`src/rtl/mc_pkg.sv`:
```
// mc_pkg: state, opcode and control-field encodings for the multicycle MIPS controller.
// The ADDIEX/ADDIWB states exist only when MC_ADDI_EN is defined.
package mc_pkg;
  typedef logic [3:0] stateT;
  localparam stateT ST_FETCH  = 4'd0;
  localparam stateT ST_DECODE = 4'd1;
  localparam stateT ST_MEMADR = 4'd2;
  localparam stateT ST_MEMRD  = 4'd3;
  localparam stateT ST_MEMWB  = 4'd4;
  localparam stateT ST_MEMWR  = 4'd5;
  localparam stateT ST_EXEC   = 4'd6;
  localparam stateT ST_ALUWB  = 4'd7;
  localparam stateT ST_BRANCH = 4'd8;
  localparam stateT ST_JUMP   = 4'd9;
`ifdef MC_ADDI_EN
  localparam stateT ST_ADDIEX = 4'd10;
  localparam stateT ST_ADDIWB = 4'd11;
`endif
  localparam logic [5:0] OP_RTYPE = 6'b000000;
  localparam logic [5:0] OP_LW    = 6'b100011;
  localparam logic [5:0] OP_SW    = 6'b101011;
  localparam logic [5:0] OP_BEQ   = 6'b000100;
  localparam logic [5:0] OP_J     = 6'b000010;
  localparam logic [5:0] OP_ADDI  = 6'b001000;
  localparam logic [1:0] ALUOP_ADD   = 2'b00;
  localparam logic [1:0] ALUOP_SUB   = 2'b01;
  localparam logic [1:0] ALUOP_FUNCT = 2'b10;
  localparam logic [1:0] SRCB_B      = 2'b00;
  localparam logic [1:0] SRCB_FOUR   = 2'b01;
  localparam logic [1:0] SRCB_IMM    = 2'b10;
  localparam logic [1:0] SRCB_IMMSH  = 2'b11;
  localparam logic [1:0] PCSRC_ALU    = 2'b00;
  localparam logic [1:0] PCSRC_ALUOUT = 2'b01;
  localparam logic [1:0] PCSRC_JUMP   = 2'b10;
endpackage

```
`src/rtl/mc_out_decode.sv`:
```
// mc_out_decode: combinational state -> control-word decoder; FETCH write enables gated by mem_ready.
// Decodes ADDIEX/ADDIWB when MC_ADDI_EN is defined.
module mc_out_decode
  import mc_pkg::*;
(
  input  stateT      state,
  input  logic       mem_ready,
  output logic       pc_write,
  output logic       pc_write_cond,
  output logic       i_or_d,
  output logic       mem_read,
  output logic       mem_write,
  output logic       ir_write,
  output logic       mem_to_reg,
  output logic       reg_dst,
  output logic       reg_write,
  output logic       alu_src_a,
  output logic [1:0] alu_src_b,
  output logic [1:0] alu_op,
  output logic [1:0] pc_source
);
  always_comb begin
    pc_write = 1'b0;
    pc_write_cond = 1'b0;
    i_or_d = 1'b0;
    mem_read = 1'b0;
    mem_write = 1'b0;
    ir_write = 1'b0;
    mem_to_reg = 1'b0;
    reg_dst = 1'b0;
    reg_write = 1'b0;
    alu_src_a = 1'b0;
    alu_src_b = SRCB_B;
    alu_op = ALUOP_ADD;
    pc_source = PCSRC_ALU;
    case (state)
      ST_FETCH: begin
        mem_read = 1'b1;
        alu_src_b = SRCB_FOUR;
        pc_write = mem_ready;
        ir_write = mem_ready;
      end
      ST_DECODE: alu_src_b = SRCB_IMMSH;
      ST_MEMADR: begin
        alu_src_a = 1'b1;
        alu_src_b = SRCB_IMM;
      end
      ST_MEMRD: begin
        mem_read = 1'b1;
        i_or_d = 1'b1;
      end
      ST_MEMWB: begin
        reg_write = 1'b1;
        mem_to_reg = 1'b1;
      end
      ST_MEMWR: begin
        mem_write = 1'b1;
        i_or_d = 1'b1;
      end
      ST_EXEC: begin
        alu_src_a = 1'b1;
        alu_op = ALUOP_FUNCT;
      end
      ST_ALUWB: begin
        reg_write = 1'b1;
        reg_dst = 1'b1;
      end
      ST_BRANCH: begin
        alu_src_a = 1'b1;
        alu_op = ALUOP_SUB;
        pc_write_cond = 1'b1;
        pc_source = PCSRC_ALUOUT;
      end
      ST_JUMP: begin
        pc_write = 1'b1;
        pc_source = PCSRC_JUMP;
      end
`ifdef MC_ADDI_EN
      ST_ADDIEX: begin
        alu_src_a = 1'b1;
        alu_src_b = SRCB_IMM;
      end
      ST_ADDIWB: reg_write = 1'b1;
`endif
      default: ;
    endcase
  end
endmodule

```
`src/rtl/multicycle_ctrl.sv`:
```
// multicycle_ctrl: control FSM for a shared-memory multicycle MIPS datapath with memory wait-state timeout.
// Define MC_ADDI_EN to decode addi (opcode 001000) instead of flagging it illegal.
module multicycle_ctrl
  import mc_pkg::*;
#(
  parameter int MEM_WAIT_MAX = 15
) (
  input  logic       clk,
  input  logic       reset,
  input  logic [5:0] opcode,
  input  logic       mem_ready,
  output logic       pc_write,
  output logic       pc_write_cond,
  output logic       i_or_d,
  output logic       mem_read,
  output logic       mem_write,
  output logic       ir_write,
  output logic       mem_to_reg,
  output logic       reg_dst,
  output logic       reg_write,
  output logic       alu_src_a,
  output logic [1:0] alu_src_b,
  output logic [1:0] alu_op,
  output logic [1:0] pc_source,
  output logic       illegal_op,
  output logic       bus_timeout
);
  localparam int CNT_W = (MEM_WAIT_MAX > 2) ? $clog2(MEM_WAIT_MAX) : 1;
  localparam logic [CNT_W-1:0] LAST_WAIT = CNT_W'((MEM_WAIT_MAX > 0) ? MEM_WAIT_MAX - 1 : 0);
  stateT state, nextState;
  logic [CNT_W-1:0] waitCnt;
  logic waiting, timeout, illegal, busTimeout;
  assign waiting = (state == ST_FETCH) || (state == ST_MEMRD) || (state == ST_MEMWR);
  // Abort on the MEM_WAIT_MAX-th consecutive not-ready cycle; mem_ready is low so no write fires.
  assign timeout = (MEM_WAIT_MAX != 0) && waiting && !mem_ready && (waitCnt == LAST_WAIT);
  always_comb begin
    nextState = ST_FETCH;
    illegal = 1'b0;
    case (state)
      ST_FETCH: nextState = mem_ready ? ST_DECODE : ST_FETCH;
      ST_DECODE:
        case (opcode)
          OP_LW, OP_SW: nextState = ST_MEMADR;
          OP_RTYPE: nextState = ST_EXEC;
          OP_BEQ: nextState = ST_BRANCH;
          OP_J: nextState = ST_JUMP;
`ifdef MC_ADDI_EN
          OP_ADDI: nextState = ST_ADDIEX;
`endif
          default: illegal = 1'b1;
        endcase
      ST_MEMADR: nextState = (opcode == OP_SW) ? ST_MEMWR : ST_MEMRD;
      ST_MEMRD: nextState = mem_ready ? ST_MEMWB : ST_MEMRD;
      ST_MEMWR: nextState = mem_ready ? ST_FETCH : ST_MEMWR;
      ST_EXEC: nextState = ST_ALUWB;
`ifdef MC_ADDI_EN
      ST_ADDIEX: nextState = ST_ADDIWB;
`endif
      default: nextState = ST_FETCH;
    endcase
    if (timeout) nextState = ST_FETCH;
  end
  always_ff @(posedge clk) begin
    if (reset) begin
      state <= ST_FETCH;
      waitCnt <= '0;
      busTimeout <= 1'b0;
    end else begin
      state <= nextState;
      waitCnt <= (waiting && !mem_ready && !timeout) ? waitCnt + 1'b1 : '0;
      if (timeout) busTimeout <= 1'b1;
    end
  end
  // During reset the outputs show FETCH with its ready-gated writes suppressed.
  mc_out_decode u_decode (
    .state(reset ? ST_FETCH : state),
    .mem_ready(mem_ready & ~reset),
    .pc_write(pc_write),
    .pc_write_cond(pc_write_cond),
    .i_or_d(i_or_d),
    .mem_read(mem_read),
    .mem_write(mem_write),
    .ir_write(ir_write),
    .mem_to_reg(mem_to_reg),
    .reg_dst(reg_dst),
    .reg_write(reg_write),
    .alu_src_a(alu_src_a),
    .alu_src_b(alu_src_b),
    .alu_op(alu_op),
    .pc_source(pc_source)
  );
  assign illegal_op = illegal & ~reset;
  assign bus_timeout = busTimeout;
endmodule

```
`config.mk`:
```
export PLATFORM = sky130hd
export DESIGN_NAME = multicycle_ctrl
export DESIGN_NICKNAME = d
export VERILOG_FILES = /design/src/rtl/mc_pkg.sv /design/src/rtl/mc_out_decode.sv /design/src/rtl/multicycle_ctrl.sv
export SDC_FILE = /design/constraint.sdc
export NUM_CORES = 1
export LEC_CHECK = 0
export CAP_MARGIN = 0
export CORE_MARGIN = 2
export CORE_UTILIZATION = 40
export CTS_BUF_LIST = sky130_fd_sc_hd__clkbuf_4
export CTS_CLUSTER_SIZE = 30
export DETAILED_ROUTE_END_ITERATION = 10
export PLACE_DENSITY = 0.84
export SLEW_MARGIN = 10
export SYNTH_ARGS = -nofsm -noshare
export SYNTH_HDL_FRONTEND = slang
export SYNTH_SLANG_ARGS = --single-unit
```
`constraint.sdc`:
```
create_clock -name clk -period 3 [get_ports clk]
set_clock_uncertainty 0.2 [all_clocks]
set_input_delay 0.45 -clock clk [delete_from_list [all_inputs] [get_ports clk]]
set_output_delay 0.45 -clock clk [all_outputs]
set_load 0.03 [all_outputs]
```
* Yosys cells after proc, flatten, opt, wreduce, memory -nomap -nowiden
Index checks and enable logic that the tools add are counted.
** Cells by class
- Multiplexer cells :: 22
- Eq/ne operators :: 19
- Reduce and logical (&&, ||, !) cells :: 18
- Bitwise gates (word level) :: 4
- Add/subtract/negate cells :: 1
** Operator list (count)
- $eq A4 B3 Y1 const B :: 6
- $pmux W4 S6 :: 1
- $eq A4 B2 Y1 const B :: 4
- $pmux W4 S4 :: 1
- $eq A4 B4 Y1 const B :: 3
- $eq A6 B6 Y1 const B :: 2
- $mux W1 :: 12
- $reduce_or A2 Y1 :: 6
- $mux W3 :: 3
- $eq A4 B1 Y1 const B :: 2
- $logic_not A4 Y1 :: 2
- $pmux W2 S2 :: 2
- $eq A6 B2 Y1 const B :: 1
- $eq A6 B3 Y1 const B :: 1
- $logic_not A6 Y1 :: 1
- $pmux W2 S3 :: 1
- $reduce_or A5 Y1 :: 1
- $add A4 B1 Y4 const B :: 1
- $mux W4 :: 1
- $logic_and A1 B1 Y1 :: 3
- $reduce_or A3 Y1 :: 1
- $and A1 B1 Y1 :: 2
- $logic_not A1 Y1 :: 2
- $logic_or A1 B1 Y1 :: 2
- other kinds (2) :: 3
** Word-level totals
- Input bits :: 9
- Register bits after elaboration :: 9

* Logic depth before layout (Yosys ltp)
- Depth in word-level cells :: 9
- Depth in mapped cells :: 6

* Hierarchy
From an unflattened synthesis, not the netlist that was laid out.
** Second synthesis, totals
- Cell total of the unflattened synthesis :: 96
- Area, all modules :: 763.2 µm²
** By module, submodules not included
- multicycle_ctrl :: area an instance 564.3 µm², times used 1, seq. area each 180.2 µm², cells each 66
- mc_out_decode :: area an instance 198.9 µm², times used 1, seq. area each 0.0 µm², cells each 30

* Least setup slack after synthesis
No wires, ideal clock.
- Kind :: register to output
- From :: reg state[3]
- To :: out reg_write
- Data arrival time :: 1682 ps
- Required time :: 2350 ps
- Stages on the path, launching flop included :: 6
- Buffers on the path :: 1
- Slack :: 668 ps
- Cells stage by stage :: dfxtp_1 buf_2 nor2_1 nand2_1 nor3_1 or2_2
** On the way
- Cells in the longest elaborated chain, start to end :: 4
** Ends and longest elaborated chain
- from (decl) :: RTL line multicycle_ctrl.sv:30 : stateT state, nextState;
- from (signal assigned) :: RTL line multicycle_ctrl.sv:69 : state <= nextState;
- $mux W4 (*) :: RTL line multicycle_ctrl.sv:76 : .state(reset ? ST_FETCH : state),
- $eq A4 B3 Y1 :: RTL line mc_out_decode.sv:36 : case (state)
- $reduce_or A2 Y1 (no source line) (*)
- $mux W1 (*) :: RTL line mc_out_decode.sv:36
- to (decl) :: RTL line multicycle_ctrl.sv:20 : output logic reg_write,
Every way passes the cells marked *; elsewhere a longest branch is shown, timed or not.

* Worst setup path after layout
- From :: in reset
- To :: out pc_source[0]
** On the way
- Cells in the longest elaborated chain, start to end :: 3
** Ends and longest elaborated chain
- from (decl) :: RTL line multicycle_ctrl.sv:9 : input logic reset,
- $mux W4 (*) :: RTL line multicycle_ctrl.sv:76
- $eq A4 B4 Y1 :: RTL line mc_out_decode.sv:36
- $pmux W2 S2 (*) :: RTL line mc_out_decode.sv:36
- to (decl) :: RTL line multicycle_ctrl.sv:24 : output logic [1:0] pc_source,
Marks and branches as above.

==> results.py <==
metrics = {
    "status": {
        "status": "completed",
    },
    "drt": {
        "ant_nets": 0,
        "vias": 773,
        "viasPerCell": 5.19,
        "top_layer": "met3",
        "drc": 0,
        "drt-initial-drc-count": 15,
        "wl_met2_um": 888,
        "wl_per_cell_um": 11.1,
        "wl_met1_um": 697,
        "wl_um": 1650,
        "first_pass_iters": 4,
        "wl_met3_um": 65,
    },
    "floorplanning": {
        "die_h_um": 46.3,
        "dieArea_sq_um": 2150,
        "ios": 27,
        "fp.coreArea_sq_um": 1710,
        "start_util": 0.420,
        "dieWidth_um": 46.3,
        "fp-row-count": 15,
    },
    "clocking": {
        "clock_path_buffers": 2,
        "numCtsBuffers": 3,
        "cts_tree": "done",
        "htree_levels": 1,
        "clk_latency_ps": 260,
        "numClockSinks": 9,
        "clkTransAtPathRegs_ps": 60,
        "root_buffer": "clkbuf_4",
    },
    "yosys": {
        "syn_inst": 98,
        "synth_area_leader_cell": "dfxtp_1",
        "synth_top_area_frac": 0.251,
        "ys_seq_area_frac": 0.251,
        "synthesis.area_sq_um": 717,
        "avgSynthCellArea_sq_um": 7.32,
        "synth.distinct_cells": 35,
        "postSynthNetCount": 109,
        "yosys-top-cells-area": "dfxtp_1, nor2_1, nand3_1, nor3_1, xnor2_1",
        "ys_ff_latch": 9,
        "yosys_warnings": 0,
    },
    "placed_design": {
        "place_inst": 145,
        "post-place-ws_ps": 99.9,
        "dpl.hpwl_um": 1380,
        "dpl_cell_area_sq_um": 978,
        "place_congestion": 0.795,
        "io_buffers": 26,
    },
    "global_routing": {
        "grt_pass1_vias": 707,
        "grtUsageTotal": 0.183,
        "grt_pass1_wl_um": 2820,
        "antenna_found_initial": 0,
        "grt_overflow": 0,
        "grt_start_max_net_pins": 18,
    },
    "sta": {
        "timing.final.ws_setup_ps": 197,
        "holdWs_ps": 268,
        "finalCritPeriodShare": 0.934,
        "setup_viol": 0,
        "slew_headroom": 0.644,
        "fin_setup_tns_ps": 0,
        "max_freq_mhz": 357,
        "rsz0062_at_grt": "no",
        "hold_violations": 0,
        "drv_slew": 0,
        "worst_slew_pin_slew_ps": 533,
        "period_needed_ps": 2800,
    },
    "final_layout": {
        "nFillCells": 180,
        "fin_area_sq_um": 1020,
        "num_antenna_cells": 0,
        "stdcell_count": 149,
        "drive_gt1_frac": 0.129,
        "syn_to_final_growth_pct": 41.7,
        "fin_nets": 136,
    },
    "setup_path": {
        "cp_cell_sequence": "clkdlybuf4s50_1, inv_1, nand3_1, nor3_1, clkdlybuf4s50_1",
        "crit_start": "reset",
        "crit_end": "pc_source[0]",
        "crit_arrival_ps": 2150,
        "reg2reg_slack_ps": 1110,
        "critPathRequiredTime_ps": 2350,
        "worst_setup_path_start_kind": "primary input",
        "crit_path_end_kind": "output port",
        "timing.rr.end": "state[1]",
        "r2r-start": "state[1]",
        "r2r_cells": 4,
        "path_class": "in -> out",
        "path_common_cell": "clkdlybuf4s50_1",
        "cpMaxStageDelayCell": "clkdlybuf4s50_1",
        "cpPeakStageDelay_ps": 720,
        "crit_fanout": 7,
    },
    "power": {
        "pwr-share-comb": 0.214,
        "switching_share": 0.281,
        "p_sw_mw": 0.0781,
        "p_clk_frac": 0.334,
        "vdd_drop_max_v": 0.000193,
        "p_int_mw": 0.200,
        "pwr-share-seq": 0.452,
        "p_per_area_nw_per_um2": 273,
        "p_leak_nw": 0.393,
    },
    "hold_path": {
        "hold_path.startpoint": "waitCnt[0]",
        "hp-class": "reg -> reg",
    },
    "job": {
        "drv_cap": 0,
    },
}
layout make-up:
| type | count | area, sq um | area share |
|---|---|---|---|
| Multi-Input combinational cell | 79 | 482 | 0.474 |
| Timing Repair Buffer | 28 | 280 | 0.276 |
| Sequential cell | 9 | 180 | 0.177 |
| Tap cell | 25 | 31.3 | 0.0308 |
| Clock buffer | 3 | 22.5 | 0.0222 |
| Inverter | 4 | 15.0 | 0.0148 |
| Clock inverter | 1 | 5.00 | 0.00493 |
layer usage:
layer  vias up  global-route usage
met5         -                   0
met4         0              0.0514
met3         0              0.0588
met2        21               0.325
met1       355               0.206
li1        397                   -
how the worst min path moves through the flow:
stage                       endpoint  slack (ps)  cells past startpoint
after CTS                 waitCnt[0]         280                      1
after global placement    waitCnt[0]         240                      1
after detailed placement  waitCnt[0]         260                      1
final                     waitCnt[0]         270                      1
after global routing      waitCnt[0]         310                      1
after floorplan           waitCnt[0]         230                      1
cell families (layout without fill, tap and decap cells):
family	Yosys count	in the layout	synth area share
simple gates	56	56	0.414
compound gates	17	17	0.168
buf+inv	10	36	0.0838
flops	9	9	0.251
xor+xnor	4	4	0.0489
fa+ha+maj	2	2	0.0349
power groups by stage:
stage	Combinational, mW	Sequential (mW)	Clock, mW
after floorplan	0.0324	0.127	0
after global placement	0.0579	0.128	0
after detailed placement	0.0597	0.128	0
after CTS	0.0600	0.125	0.0971
after global routing	0.0648	0.126	0.107
final	0.0594	0.125	0.0929
cell usage in the layout, fill, tap and decap left out, types with 2 or more instances in the layout:
cell type	n
clkbuf_4	3
nand3b_1	2
or3_1	3
clkdlybuf4s50_1	24
dfxtp_1	9
nand3_1	8
xnor2_1	3
o21ai_0	3
inv_1	3
buf_4	2
and3_1	2
nand2_1	6
a21oi_1	5
ha_1	2
dlymetal6s2s_1	2
nor2_1	17
or2_2	4
nor4_1	2
nor3_1	5
sequential cells by signal, summed over array words and instances (netlist names):
signal,cells
bus_timeout,1
state,4
waitCnt,4
stage by stage:
stage               utilization  power, mW
finish                    0.595      0.278
detailed placement        0.573      0.188
global route              0.595      0.297
CTS                       0.589      0.283
floorplan                     -      0.159
global placement          0.573      0.186
synth_stat cells:
master / n
nor2_1: 17
dfxtp_1: 9
nand3_1: 8
nand2_1: 6
nor3_1: 6
a21oi_1: 5
or2_2: 4
buf_2: 3
inv_1: 3
o21ai_0: 3
or3_1: 3
xnor2_1: 3
and3_1: 2
buf_6: 2
ha_1: 2
nand3b_1: 2
nor4_1: 2
a2111oi_2: 1
a211o_1: 1
a211oi_1: 1
a21boi_0: 1
a31o_1: 1
a31oi_1: 1
and2b_1: 1
buf_4: 1
inv_2: 1
nand2b_1: 1
nand2b_4: 1
nor2b_1: 1
nor3b_1: 1
nor4b_2: 1
o21ba_2: 1
o311ai_0: 1
o31ai_1: 1
xor2_1: 1
timing repair:
item                                    4_1_cts  5_1_grt
hold buffers                                  0        0
gates resized for setup                       0        3
endpoints found under the setup margin        0        3
buffers inserted                              0        0
critical path, delay by kind of cell:
kind / cells / cell delay, ps
buffers and inverters: 3 / 1370
AND/OR/NAND/NOR: 2 / 340
No activity file was read; power rests on OpenSTA's default activity.
